===== src/rtl/dut_adc_multi.sv =====
// dut_adc_multi: SPI-slave front end of an emulated multi-channel ADC.
//
// Commands of W bits arrive MSB first on `in` while `en` is high and are
// sampled on rising `sclk` edges. Each word is classified as conversion,
// setup or averaging and latched into the matching register. An accepted
// conversion captures the selected channel sample and shifts it out on
// `miso` (MSB first) during the following sclk cycles.
//
// Ports:
//   clk, rst          system clock, synchronous active-high reset
//   sclk, en, in      SPI clock, frame enable, MOSI (all asynchronous)
//   samples           NCH packed DW-bit channel samples (ch k at [k*DW +: DW])
//   miso              serial sample data to the master
//   setup/aver/conver last accepted command of each class
//   cmd_valid         one-clk pulse per accepted command
//   cmd_type          0 none, 1 setup, 2 averaging, 3 conversion
//   sel_ch            channel of the last accepted conversion
//   err               one-clk pulse per rejected conversion
module dut_adc_multi #(
    parameter int W   = 8,
    parameter int NCH = 4,
    parameter int DW  = 12,
    localparam int CHW = $clog2(NCH)
) (
    input  logic              clk,
    input  logic              rst,
    input  logic              sclk,
    input  logic              en,
    input  logic              in,
    input  logic [NCH*DW-1:0] samples,
    output logic              miso,
    output logic [W-1:0]      setup,
    output logic [W-1:0]      aver,
    output logic [W-1:0]      conver,
    output logic              cmd_valid,
    output logic [1:0]        cmd_type,
    output logic [CHW-1:0]    sel_ch,
    output logic              err
);

    localparam int BCW = (W > 1) ? $clog2(W) : 1;
    localparam int TCW = $clog2(DW + 1);

    localparam logic [1:0] CT_NONE  = 2'd0;
    localparam logic [1:0] CT_SETUP = 2'd1;
    localparam logic [1:0] CT_AVER  = 2'd2;
    localparam logic [1:0] CT_CONV  = 2'd3;

    logic           sclk_m, sclk_s, sclk_d;
    logic           en_m, en_s;
    logic           in_m, in_s;
    logic [W-1:0]   shreg;
    logic [BCW-1:0] bitcnt;
    logic           word_rdy;
    logic [DW-1:0]  tx;
    logic [TCW-1:0] tx_left;
    logic           primed;

    logic           rise, fall;
    logic           is_conv, is_setup, is_aver, ch_ok;
    logic [CHW-1:0] ch_field;

    assign rise = en_s &  sclk_s & ~sclk_d;
    assign fall = en_s & ~sclk_s &  sclk_d;

    // Channel field sits just below bit W-2; zero-pad when W is too narrow.
    if (W - 2 >= CHW) begin : g_fld
        assign ch_field = shreg[W-3 -: CHW];
    end else begin : g_fld_pad
        assign ch_field = {shreg[W-3:0], {(CHW-W+2){1'b0}}};
    end

    always_comb begin
        is_conv  = shreg[W-1];
        is_setup = (shreg[W-1 -: 2] == 2'b01);
        is_aver  = (shreg[W-1 -: 3] == 3'b001);
        ch_ok    = ({1'b0, ch_field} < (CHW+1)'(NCH));
    end

    assign miso = (tx_left != '0) ? tx[DW-1] : 1'b0;

    always_ff @(posedge clk) begin
        if (rst) begin
            sclk_m    <= 1'b0;
            sclk_s    <= 1'b0;
            sclk_d    <= 1'b0;
            en_m      <= 1'b0;
            en_s      <= 1'b0;
            in_m      <= 1'b0;
            in_s      <= 1'b0;
            shreg     <= '0;
            bitcnt    <= '0;
            word_rdy  <= 1'b0;
            tx        <= '0;
            tx_left   <= '0;
            primed    <= 1'b0;
            setup     <= '0;
            aver      <= '0;
            conver    <= '0;
            cmd_type  <= CT_NONE;
            sel_ch    <= '0;
            cmd_valid <= 1'b0;
            err       <= 1'b0;
        end else begin
            sclk_m    <= sclk;
            sclk_s    <= sclk_m;
            sclk_d    <= sclk_s;
            en_m      <= en;
            en_s      <= en_m;
            in_m      <= in;
            in_s      <= in_m;
            cmd_valid <= 1'b0;
            err       <= 1'b0;
            word_rdy  <= 1'b0;

            if (!en_s) begin
                bitcnt  <= '0;
                tx_left <= '0;
            end else begin
                if (rise) begin
                    shreg  <= {shreg[W-2:0], in_s};
                    primed <= 1'b1;
                    if (bitcnt == BCW'(W - 1)) begin
                        bitcnt   <= '0;
                        word_rdy <= 1'b1;
                    end else begin
                        bitcnt <= bitcnt + 1'b1;
                    end
                end
                // The fall that trails the command's last rise must not
                // consume the MSB; shifting starts only after the master
                // has had a rise to sample it.
                if (fall && primed && tx_left != '0) begin
                    tx      <= {tx[DW-2:0], 1'b0};
                    tx_left <= tx_left - 1'b1;
                end
            end

            if (word_rdy) begin
                if (is_conv) begin
                    if (ch_ok) begin
                        conver    <= shreg;
                        sel_ch    <= ch_field;
                        cmd_type  <= CT_CONV;
                        cmd_valid <= 1'b1;
                        tx        <= samples[int'(ch_field)*DW +: DW];
                        tx_left   <= TCW'(DW);
                        primed    <= 1'b0;
                    end else begin
                        err <= 1'b1;
                    end
                end else if (is_setup) begin
                    setup     <= shreg;
                    cmd_type  <= CT_SETUP;
                    cmd_valid <= 1'b1;
                end else if (is_aver) begin
                    aver      <= shreg;
                    cmd_type  <= CT_AVER;
                    cmd_valid <= 1'b1;
                end
            end
        end
    end

endmodule


===== config.mk =====
export PLATFORM = sky130hd
export DESIGN_NAME = dut_adc_multi
export DESIGN_NICKNAME = d
export VERILOG_FILES = /design/src/rtl/dut_adc_multi.sv
export SDC_FILE = /design/constraint.sdc
export NUM_CORES = 1
export LEC_CHECK = 0
export CORE_UTILIZATION = 50
export CTS_CLUSTER_DIAMETER = 50
export DETAILED_ROUTE_END_ITERATION = 8
export HOLD_SLACK_MARGIN = 0.03
export PLACE_DENSITY = 0.84
export REMOVE_ABC_BUFFERS = 1
export SLEW_MARGIN = 30
export SYNTH_ARGS = -nofsm -noshare
export SYNTH_HDL_FRONTEND = slang
export SYNTH_SLANG_ARGS = --single-unit

===== constraint.sdc =====
create_clock -name clk -period 2.9 [get_ports clk]
set_clock_uncertainty 0.15 [all_clocks]
set_input_delay 0.725 -clock clk [delete_from_list [all_inputs] [get_ports clk]]
set_output_delay 0.725 -clock clk [all_outputs]
set_load 0.005 [all_outputs]

After elaboration in Yosys (flattened, before gate mapping)
Index checks and enable logic that the tools add are counted.
Widths: inputs -> output; s select.

cells by class
  eq/ne operators = 3
  shift operators = 1
  multipliers = 1
  add/sub/neg operators = 2
  muxes and demuxes = 21
  bitwise gates (word level) = 11
  reduce and logical (&&, ||, !) cells = 12

operator list
  operator             count
  $mux 12              4
  $shiftx 48x7->12     1
  $mux 4               4
  $mux 1               9
  $not 1->1            7
  $mux 2               3
  $reduce_and 2->1     3
  $and 1x1->1          4
  $mul 2x2->4 const B  1
  $reduce_and 4->1     1
  $reduce_bool 4->1    1
  $reduce_or 2->1      2
  $sub 4x1->4 const B  1
  $add 3x1->3 const B  1
  $eq 3x1->1 const B   1
  $eq 3x3->1 const B   1
  $mux 3               1
  $reduce_and 3->1     1
  $reduce_bool 3->1    1
  $reduce_or 3->1      1
  $eq 2x1->1 const B   1
  $logic_and 1x1->1    2

storage, ports and cells
  logic and storage cells = 70
  output and inout port bits = 31
  flip-flop bits (word level) = 63
  input bits = 53

Longest topological paths before layout
  depth after elaboration = 9
  mapped depth = 7
  depth with buffers taken out = 5

Worst setup path after synthesis
OpenSTA, ideal clock, no wires.

  kind = reg-to-output
  from = register tx_left[0]
  to = output port miso
  stages on the path, launching flop included = 5
  buffers on the path = 0
  data required time = 2025 ps
  arrival time = 1190 ps
  slack = 835 ps
  path through = dfxtp_1 inv_1 ha_1 or3b_2 and2_1

on the way
  longest elaborated chain between the ends = 2

ends and longest elaborated chain
  what                      RTL line  text
  start: declaration        56        logic [TCW-1:0] tx_left;
  start signal: assignment  135       tx_left <= tx_left - 1'b1;
  start signal: assignment  147       tx_left <= TCW'(DW);
  $reduce_bool 4->1         80        assign miso = (tx_left != '0) ? tx[DW-1] : 1'b0;
  $mux 1                    80
  end: declaration          31        output logic miso,

No other way between the ends.

Final worst setup path
Same ends and word-level chain as after synthesis.

==> results.py <==
metrics = {
    "run_status": {
        "run_status": "complete, no violations",
    },
    "synthesis": {
        "post-synth-top-area-cell": "sky130_fd_sc_hd__dfxtp_1",
        "synthesis.area_per_instance_um2": 9.51,
        "yosysUniqueCellTypes": 41,
        "synth_enable_flop_cells": 0,
        "synth.ff_latch_count": 61,
        "netlist_top_cells_area": "sky130_fd_sc_hd__dfxtp_1 (44%), sky130_fd_sc_hd__mux2i_1 (12%), sky130_fd_sc_hd__nand2_1 (5.3%)",
        "synth_sequential_area_ratio_pct": 44.1,
        "synth-main-ff-cell": "sky130_fd_sc_hd__dfxtp_1",
        "synthesis.area_um2": 2770,
        "ys.warnings.count": 0,
        "syn_inst": 291,
        "async_reset_ff_share_pct": 0,
        "netlist.area_leader.share_pct": 44.1,
    },
    "grt": {
        "antenna_violations_before_repair": 0,
        "gr-total-overflow": 0,
        "grt_max_degree": 33,
        "grt_pass1_vias": 2283,
        "global_route_wire_length_before_repair_um": 10400,
        "grt_usage_pct": 22.3,
    },
    "die": {
        "top_level_ports": 84,
        "die_height_um": 76.4,
        "die_area_um2": 5830,
        "core_area_um2": 5200,
        "floorplan.initialDensity_pct": 53.1,
        "fp.dieW_um": 76.4,
        "row_count": 26,
    },
    "power": {
        "comb_power_share_pct": 5.9,
        "power.internal_w": 0.00149,
        "vdd_drop_max_mv": 0.397,
        "leakagePower_nw": 1.44,
        "net-switching-power_w": 0.000357,
        "power.total_w": 0.00184,
        "power.switching_fraction_pct": 19.3,
        "p_per_area_nw_per_um2": 489,
        "clock_power_share_pct": 48.3,
        "seq_power_share_pct": 45.8,
    },
    "detailed_routing": {
        "routed_wl_um": 6420,
        "post_detailed_route_count_of_antenna_violating_nets": 0,
        "detailroute.via_count": 2402,
        "drc": 0,
        "detail_route.iter0.violations": 81,
        "post_drt_wl_per_cell_um": 14.8,
        "drt-pass1-iter-count": 4,
        "average_vias_per_placed_instance": 5.52,
    },
    "critical_path": {
        "timing.critical_path.from_type": "flop",
        "rrSetupSlack_ps": 1000,
        "required_ps": 2030,
        "crit_arrival_ps": 1910,
        "startpoint_of_the_worst_setup_timing_path": "tx_left[0]",
        "reg2reg_depth": 6,
        "worst-setup-path-type": "flop to output pin",
        "worst_setup_path_end_kind": "output pin",
        "crit_path_max_fanout": 5,
        "worst_setup_path_endpoint": "miso",
        "worst_r2r_startpoint": "tx_left[1]",
        "reg2reg_to": "tx[7]",
    },
    "timing": {
        "whs_ps": 284,
        "worst_relative_slew_slack_pct": 64.8,
        "finalCritPeriodShare_pct": 96.0,
        "timing.final.crit_period_ps": 2790,
        "setup_repair_after_global_routing_missed_its_margin": "false",
        "fin_tns_setup_ps": 0,
        "final-hold-violation-count": 0,
        "fmax_mhz": 359,
        "report.final.slew_viol_count": 0,
        "worst_pin_slew_ps": 527,
        "finalSetupViolations": 0,
    },
    "final_layout": {
        "n_antenna_cell": 0,
        "post_route_cells_drive_above_1_share_pct": 7.95,
        "area_growth_pct": 36.4,
        "final_cell_utilization_of_the_core_pct": 72.5,
        "fillers": 392,
        "final_cell_count_no_fill": 435,
        "final_net_count": 416,
    },
    "cts": {
        "cts_tree": "done",
        "cts_htree_levels": 3,
        "numClockSinks": 61,
        "clock-root-buffer": "sky130_fd_sc_hd__clkbuf_8",
        "clock_slew_seen_by_the_registers_of_the_worst_setup_and_hold_paths_ps": 70,
        "clk-insertion-delay-late_ps": 330,
        "tritoncts.num_buffers": 9,
        "cts_hold_buffers": 0,
        "clock_path_buffers": 2,
    },
    "placement": {
        "port_buffers": 80,
        "gp_congestion": 0.821,
        "place_inst": 418,
        "place.detailed.hpwl_um": 4480,
    },
    "worst_hold_path": {
        "holdCritPathClass": "flop to flop",
        "hold_path_depth": 1,
    },
    "job": {
        "drv.max_cap_violation_count": 0,
    },
}
power by group through the flow:
| stage | registers (W) | logic [W] | clock network, W |
|---|---|---|---|
| final | 0.000845 | 0.000108 | 0.000892 |
| after global routing | 0.000845 | 0.000117 | 0.000942 |
| after CTS | 0.000845 | 0.000109 | 0.000908 |
| after detailed placement | 0.000864 | 0.000109 | 0 |
| after global placement | 0.000864 | 0.000106 | 0 |
| after floorplan | 0.000863 | 0.0000232 | 0 |
how the worst min path moves through the flow:
stage,start,end
final,en_m,en_s
after CTS,en_m,en_s
after floorplan,in_s,shreg[0]
after global placement,sclk_m,sclk_s
after detailed placement,en_m,en_s
after global routing,in_m,in_s
metrics by stage:
stage          cell area (um^2)  worst slack [ps]
2_1_floorplan              2580               222
3_3_place_gp               3520               383
3_5_place_dp               3520               364
4_1_cts                    3760              97.8
5_1_grt                    3770              36.9
6_report                   3770               115
layout make-up:
type	instances	area [um^2]	area share [%]
clock buffer	10	128	3.38
clock inverter	6	111	2.95
inverter	5	18.8	0.498
multi-input combinational	198	1350	35.9
sequential	61	1220	32.4
tap	70	87.6	2.32
timing repair buffer	85	853	22.6
Yosys cell counts (3+ instances only):
master	number
sky130_fd_sc_hd__inv_1	5
sky130_fd_sc_hd__nand2_1	39
sky130_fd_sc_hd__dfxtp_1	61
sky130_fd_sc_hd__buf_1	4
sky130_fd_sc_hd__buf_4	9
sky130_fd_sc_hd__a21oi_1	24
sky130_fd_sc_hd__o311a_1	10
sky130_fd_sc_hd__nor2b_1	9
sky130_fd_sc_hd__mux2i_1	33
sky130_fd_sc_hd__buf_6	5
sky130_fd_sc_hd__nor2_1	18
sky130_fd_sc_hd__buf_2	8
sky130_fd_sc_hd__clkbuf_1	3
sky130_fd_sc_hd__a221oi_1	9
sky130_fd_sc_hd__or4_1	9
sky130_fd_sc_hd__o211ai_1	3
sky130_fd_sc_hd__ha_1	3
sky130_fd_sc_hd__nand3_1	4
sky130_fd_sc_hd__o21ai_0	4
sky130_fd_sc_hd__nand3b_1	3
layer usage:
layer / track usage, % / vias up / part of all wire [%]
li1: - / 1177 / -
met1: 25.2 / 1135 / 43
met2: 40.5 / 80 / 49
met3: 6.35 / 10 / 6.6
met4: 6.54 / 0 / 1.4
met5: 0 / - / 0
flip-flops by register name, summed over array words and instances, names as in the netlist:
register and count:
primed 1, cmd_valid 1, aver 7, sclk_m 1, sclk_s 1, conver 8, en_s 1, tx 12
bitcnt 3, in_m 1, cmd_type 2, setup 7, sclk_d 1, in_s 1, word_rdy 1, tx_left 4
en_m 1, shreg 8
layout by cell type (no fill, tap or decap), types with 3 or more instances in the layout:
cell type,count
sky130_fd_sc_hd__clkdlybuf4s50_1,79
sky130_fd_sc_hd__dfxtp_1,61
sky130_fd_sc_hd__nand2_1,39
sky130_fd_sc_hd__mux2i_1,33
sky130_fd_sc_hd__a21oi_1,24
sky130_fd_sc_hd__nor2_1,18
sky130_fd_sc_hd__o311a_1,10
sky130_fd_sc_hd__a221oi_1,9
sky130_fd_sc_hd__or4_1,9
sky130_fd_sc_hd__nor2b_1,9
sky130_fd_sc_hd__clkbuf_8,9
sky130_fd_sc_hd__inv_1,5
sky130_fd_sc_hd__nand3_1,4
sky130_fd_sc_hd__o21ai_0,4
sky130_fd_sc_hd__nand3b_1,3
sky130_fd_sc_hd__o211ai_1,3
sky130_fd_sc_hd__ha_1,3
sky130_fd_sc_hd__conb_1,3
sky130_fd_sc_hd__bufinv_16,3
sky130_fd_sc_hd__buf_4,3
cell families (layout without fill, tap and decap cells):
family,Yosys count,in the layout,share of synthesized area [%]
and+or+nand+nor,101,101,19.5
DFF,61,61,44.1
AOI/OAI and AO/OA,57,57,14.5
muxes,34,34,12.8
buffers and inverters,34,106,7.55
adders and majority gates,3,3,1.36
other,1,3,0.136
critical path: stages (launching register included):
cell	delay, ps
sky130_fd_sc_hd__dfxtp_1	320
sky130_fd_sc_hd__inv_1	70
sky130_fd_sc_hd__ha_1	180
sky130_fd_sc_hd__or3b_4	410
sky130_fd_sc_hd__and2_1	170
sky130_fd_sc_hd__clkdlybuf4s50_1	430
timing repair:
item                       CTS  global route
gates resized for setup      1             0
setup buffers                0             0
setup endpoints to repair    1             0
No activity file was read; power rests on OpenSTA's default activity.
==> variant 1, RTL diff (config.mk and constraints unchanged) <==
Make the reset (`rst`) asynchronous in one clocked block. Comments in the files are not updated.
--- a/src/rtl/dut_adc_multi.sv
+++ b/src/rtl/dut_adc_multi.sv
@@ -79,7 +79,7 @@
 
     assign miso = (tx_left != '0) ? tx[DW-1] : 1'b0;
 
-    always_ff @(posedge clk) begin
+    always_ff @(posedge clk or posedge rst) begin
         if (rst) begin
             sclk_m    <= 1'b0;
             sclk_s    <= 1'b0;
Check against the original RTL: no difference found for any inputs over 10 cycles, from zero or initial values and one cycle with rst high; that may be too few to reach the edited logic, so the function may still have changed.
==> variant 1 against the unedited design <==
  * Synthesized cell count is 23% lower
  * Count of clock-buffer cells in the layout is 2 higher
  * Fmax down 1.9%
  * Setup slack got worse by 0.054 ns
  * Sequential cell count unchanged
  * Wire length grew 0.93%
  * Final area is 1.9% higher
  * Synthesized area is 2.0% higher
Power is not compared: it rests on default switching activity, and its combinational part moved more than twofold at a synthesized area within 25%.
==> variant 1: results (changes against the unedited design) <==
GRT
  – Vias in the first global route: 2226 (-2.5%)
  – First-pass GRT wire length: 10.6 mm (+1.2%)
  – GRT Overall Usage: 23.1% (+0.75 points)
  – GR Util met1: 27.2% (+2.0 points)
  – Largest net degree at the start of global routing: 42 (+27%)
  – GR Util met3: 4.88% (-1.5 points)
  – Met2 Use GR: 40.4% (-0.096 points)
  – Initial antenna violation count: 0 (unchanged)

Setup path
  – R2r setup slk: 0.82 ns (-0.18 ns)
  – FF-to-FF Start: shreg[7]$_DFFE_PP0P_
  – Worst r2r path cells: 4 (-2)
  – WP data arrival: 1.96 ns (+0.05 ns)
  – CP max FO: 4 (-1)
  – Reg2reg end: tx[3]$_DFF_PP0_

Final layout
  – Non-clk buf share: 21.9% (-0.67 points)
  – Bufs w/o clock: 84 (-1.2%)
  – Layout cells sized above 1: 20.5% (+13 points)
  – Fillers: 387 (-1.3%)
  – Comb_multi_in: 143 (-28%)
  – Reg area: 1530 um^2 (+25%)
  – Multi-input logic portion of the cell area: 31.1% (-4.7 points)
  – Sequential cell area share: 39.7% (+7.4 points)
  – Clock buffers: 12 (+2)
  – Clock-cell share of area: 4.62% (-1.7 points)
  – Signal inverters: 3 (-2)

Place
  – Gpl congestion: 0.795 (-3.1%)
  – Placed insts: 360 (-14%)
  – DP HPWL: 4.44 mm (-0.83%)
  – Worst slack, placed: 0.270 ns (-0.0936 ns)
  – Post-placement cell area: 3640 um^2 (+3.7%)

Status
  – Status: complete, no violations

Hold path
  – Worst hold start: en_m$_DFF_PP0_
  – Worst hold stages: 0 (-1)
  – Hold endpoint: en_s$_DFF_PP0_

Clocking
  – Root buffer cell: clkbuf_8
  – Number of setup buffers added after CTS: 1 (+1)
  – Max H-tree Level: 3 (unchanged)

Detailed routing
  – Met1 WL: 2.67 mm (-2.6%)
  – Via density: 5.59 (+1.2%)
  – Met2 wire length: 3.36 mm (+5.9%)
  – Drt wl/cell: 17.2 um (+16%)
  – Met3 wire len: 324 um (-23%)
  – Initial detailed-routing violation count: 146 (+80%)
  – Drt pass-1 iters: 5 (+1)

STA
  – Hold slack: 0.206 ns (-0.0777 ns)
  – Worst-Margin Slew: 0.769 ns (+0.242 ns)

Die
  – Core ar.: 5270 um^2 (+1.2%)

Synth
  – Synth area leaders: dfrtp_1 (54%), mux2_2 (11%), mux2i_1 (6.0%)
  – Asr flop ratio synth: 100% (+100 points)
  – Synth cell count leaders: dfrtp_1 (61), mux2_2 (27), mux2i_1 (17)
  – Sequential fraction of the synthesis area: 54.1% (+9.9 points)
  – Yosys cell types: 43 (+4.9%)
  – Syn Area/Cell: 12.6 um^2 (+33%)
## variant 1: cells by family (layout without fill, tap and decap cells)
kind of cell | count (synthesis) | after routing | share of synthesized area (%)
buffers and inverters | 22 | 103 | 4.26
other | 1 | 3 | 0.133
muxes | 48 | 48 | 20.0
DFF | 61 | 61 | 54.1
and+or+nand+nor | 52 | 52 | 11.2
adders and majority gates | 3 | 3 | 1.33
AOI/OAI and AO/OA | 37 | 37 | 9.00
## variant 1: worst max-delay path by stage
stage	startpoint	end	slack (ns)	cells after the start
after CTS	tx_left[0]$_DFF_PP0_	miso	0.0006	5
after global routing	tx_left[0]$_DFF_PP0_	miso	0.002	5
after detailed placement	tx_left[0]$_DFF_PP0_	miso	0.27	5
after floorplan	rst	aver[0]$_DFFE_PP0P_	0.51	1
after global placement	tx_left[0]$_DFF_PP0_	miso	0.31	5
final	tx_left[1]$_DFF_PP0_	miso	0.06	5
==> variant 2, RTL diff (config.mk and constraints unchanged) <==
Made on the original files. `NCH`: 4 -> 8.
--- a/src/rtl/dut_adc_multi.sv
+++ b/src/rtl/dut_adc_multi.sv
@@ -18,7 +18,7 @@
 //   err               one-clk pulse per rejected conversion
 module dut_adc_multi #(
     parameter int W   = 8,
-    parameter int NCH = 4,
+    parameter int NCH = 8,
     parameter int DW  = 12,
     localparam int CHW = $clog2(NCH)
 ) (
Interface: changed (resized samples and sel_ch); port bits go from 84 to 133. No check against the original RTL was run, so the function may have changed too.
==> variant 2 against the unedited design <==
  * Global-route usage is 3.6 points higher
  * Final area is 20% higher
  * Setup slack better by 0.0058 ns
  * Power is 8.0% lower
  * Fmax is 0.21% higher
  * Clock power is 26% lower
  * Wire length is 31% higher
  * Count of clock-buffer cells in the layout is 5 higher
  * Sequential cell count stayed put
  * Combinational power is 74% higher
  * Synthesized area is 11% higher
  * Final cell count is 15% higher
  * Largest power group is now registers
  * Core utilization is 3.9 points higher
  * Register-to-register slack worse by 0.12 ns
==> variant 2: results (changes against the unedited design) <==
Status
  – Status: complete, no violations

Setup path
  – R2r setup slk: 0.88 ns (-0.12 ns)
  – FF-to-FF Start: shreg[3]$_SDFFE_PP0N_
  – CP max FO: 3 (-2)
  – WP data arrival: 1.90 ns
  – Reg2reg end: tx[3]$_SDFF_PP0_
  – Worst r2r path cells: 4 (-2)

GRT
  – Largest net degree at the start of global routing: 32 (-3.0%)
  – First-pass GRT wire length: 12.6 mm (+21%)
  – Vias in the first global route: 2694 (+18%)
  – GRT Overall Usage: 25.9% (+3.6 points)

Detailed routing
  – Post-Route WL: 8.43 mm (+31%)
  – Via count: 2834 (+18%)
  – Drt pass-1 iters: 4 (unchanged)
  – Initial detailed-routing violation count: 213 (+160%)

Place
  – Post-placement cell area: 4350 um^2 (+24%)
  – Gpl congestion: 0.772 (-5.9%)
  – Buffers on Ports: 129 (+61%)
  – DP HPWL: 6.26 mm (+40%)
  – Placed insts: 484 (+16%)

Clocking
  – Clock Latency Late Sink: 0.34 ns
  – Root buffer cell: clkbuf_8
  – Resized cells post-CTS: 0 (-1)
  – Clock-pin slew on the worst setup and hold paths: 0.06 ns
  – Inserted Clock Buffers: 9 (unchanged)
  – Number of setup buffers added after CTS: 0 (unchanged)

Final layout
  – Nets: 524 (+26%)
  – Fin cells: 500 (+15%)
  – Layout cells sized above 1: 9.41% (+1.5 points)

Hold path
  – Hold endpoint: sclk_s$_SDFF_PP0_
  – Worst hold start: sclk_m$_SDFF_PP0_

Synth
  – Sequential fraction of the synthesis area: 39.8% (-4.3 points)
  – Syn Area/Cell: 10.0 um^2 (+5.5%)
  – Yosys cell types: 43 (+4.9%)
  – Synth cell count leaders: dfxtp_1 (61), nand2_1 (37), a21oi_1 (22)
  – Synth area leaders: dfxtp_1 (40%), mux4_2 (12%), mux4_1 (6.9%)
  – Asr flop ratio synth: 0% (unchanged)

STA
  – Slew margin rel.: 51.5% (-13 points)

Power and ir drop
  – Pleak: 1.59 nW (+10%)
  – Maximum VDD drop: 411 uV (+3.6%)
==> variant 2: how the worst max path moves through the flow <==
stage                          startpoint                 to  slack, ns  cells past startpoint
finish              tx_left[0]$_SDFF_PP0_               miso       0.12                      5
CTS                 tx_left[0]$_SDFF_PP0_               miso       0.11                      5
global route        tx_left[0]$_SDFF_PP0_               miso       0.02                      5
detailed placement  tx_left[0]$_SDFF_PP0_               miso       0.47                      5
floorplan           shreg[3]$_SDFFE_PP0N_  tx[11]$_SDFF_PP0_       0.58                      3
global placement    tx_left[0]$_SDFF_PP0_               miso       0.50                      5
==> variant 2: where the power goes <==
| part | total, mW | switching [mW] | internal [mW] | leakage (nW) |
|---|---|---|---|---|
| registers | 0.845 | 0.00282 | 0.842 | 0.493 |
| clock network | 0.663 | 0.306 | 0.357 | 0.0877 |
| logic | 0.188 | 0.0417 | 0.146 | 1.01 |
| total | 1.70 | 0.351 | 1.35 | 1.59 |
==> variant 2: cells by family (layout without fill, tap and decap cells) <==
| group | count (synthesis) | in the layout | share of synthesized area, % |
|---|---|---|---|
| AND/OR/NAND/NOR | 98 | 98 | 15.9 |
| flip-flops | 61 | 61 | 39.8 |
| buffers and inverters | 41 | 158 | 7.01 |
| multiplexers | 35 | 35 | 22.2 |
| AO/OA/AOI/OAI | 67 | 67 | 13.7 |
| other | 1 | 3 | 0.122 |
| adder cells (fa/ha/maj) | 3 | 3 | 1.22 |
==> variant 2: worst max-delay path, cell delays in order (launching register included) <==
cell	delay, ns
dfxtp_1	0.32
inv_1	0.08
ha_1	0.17
or3b_1	0.39
and2_1	0.19
clkdlybuf4s50_1	0.44
==> variant 2: stage by stage <==
stage          hold WS (ns)  setup slack (ns)  util (%)  power (mW)
3_3_place_gp          0.266             0.503      73.5        1.05
6_report              0.288             0.120      76.4        1.70
2_1_floorplan         0.261             0.581         -       0.901
3_5_place_dp          0.279             0.474      73.5        1.05
4_1_cts               0.294             0.114      76.4        1.71
5_1_grt               0.318            0.0182      76.4        1.76
==> variant 2: layout make-up <==
type / count / area, um^2
Fill cell: 426 / 1400
Multi-Input combinational cell: 206 / 1640
Sequential cell: 61 / 1220
Clock inverter: 1 / 5.00
Inverter: 5 / 18.8
Clock buffer: 15 / 166
Timing Repair Buffer: 137 / 1380
Tap cell: 75 / 93.8
==> variant 2: layer usage <==
metal / vias up / global-route usage (%) / part of all wire (%)
li1: 1357 / - / -
met1: 1381 / 31.3 / 40
met2: 88 / 45.2 / 52
met3: 8 / 5.91 / 6.8
met4: 0 / 8.93 / 1.2
met5: - / 0 / 0
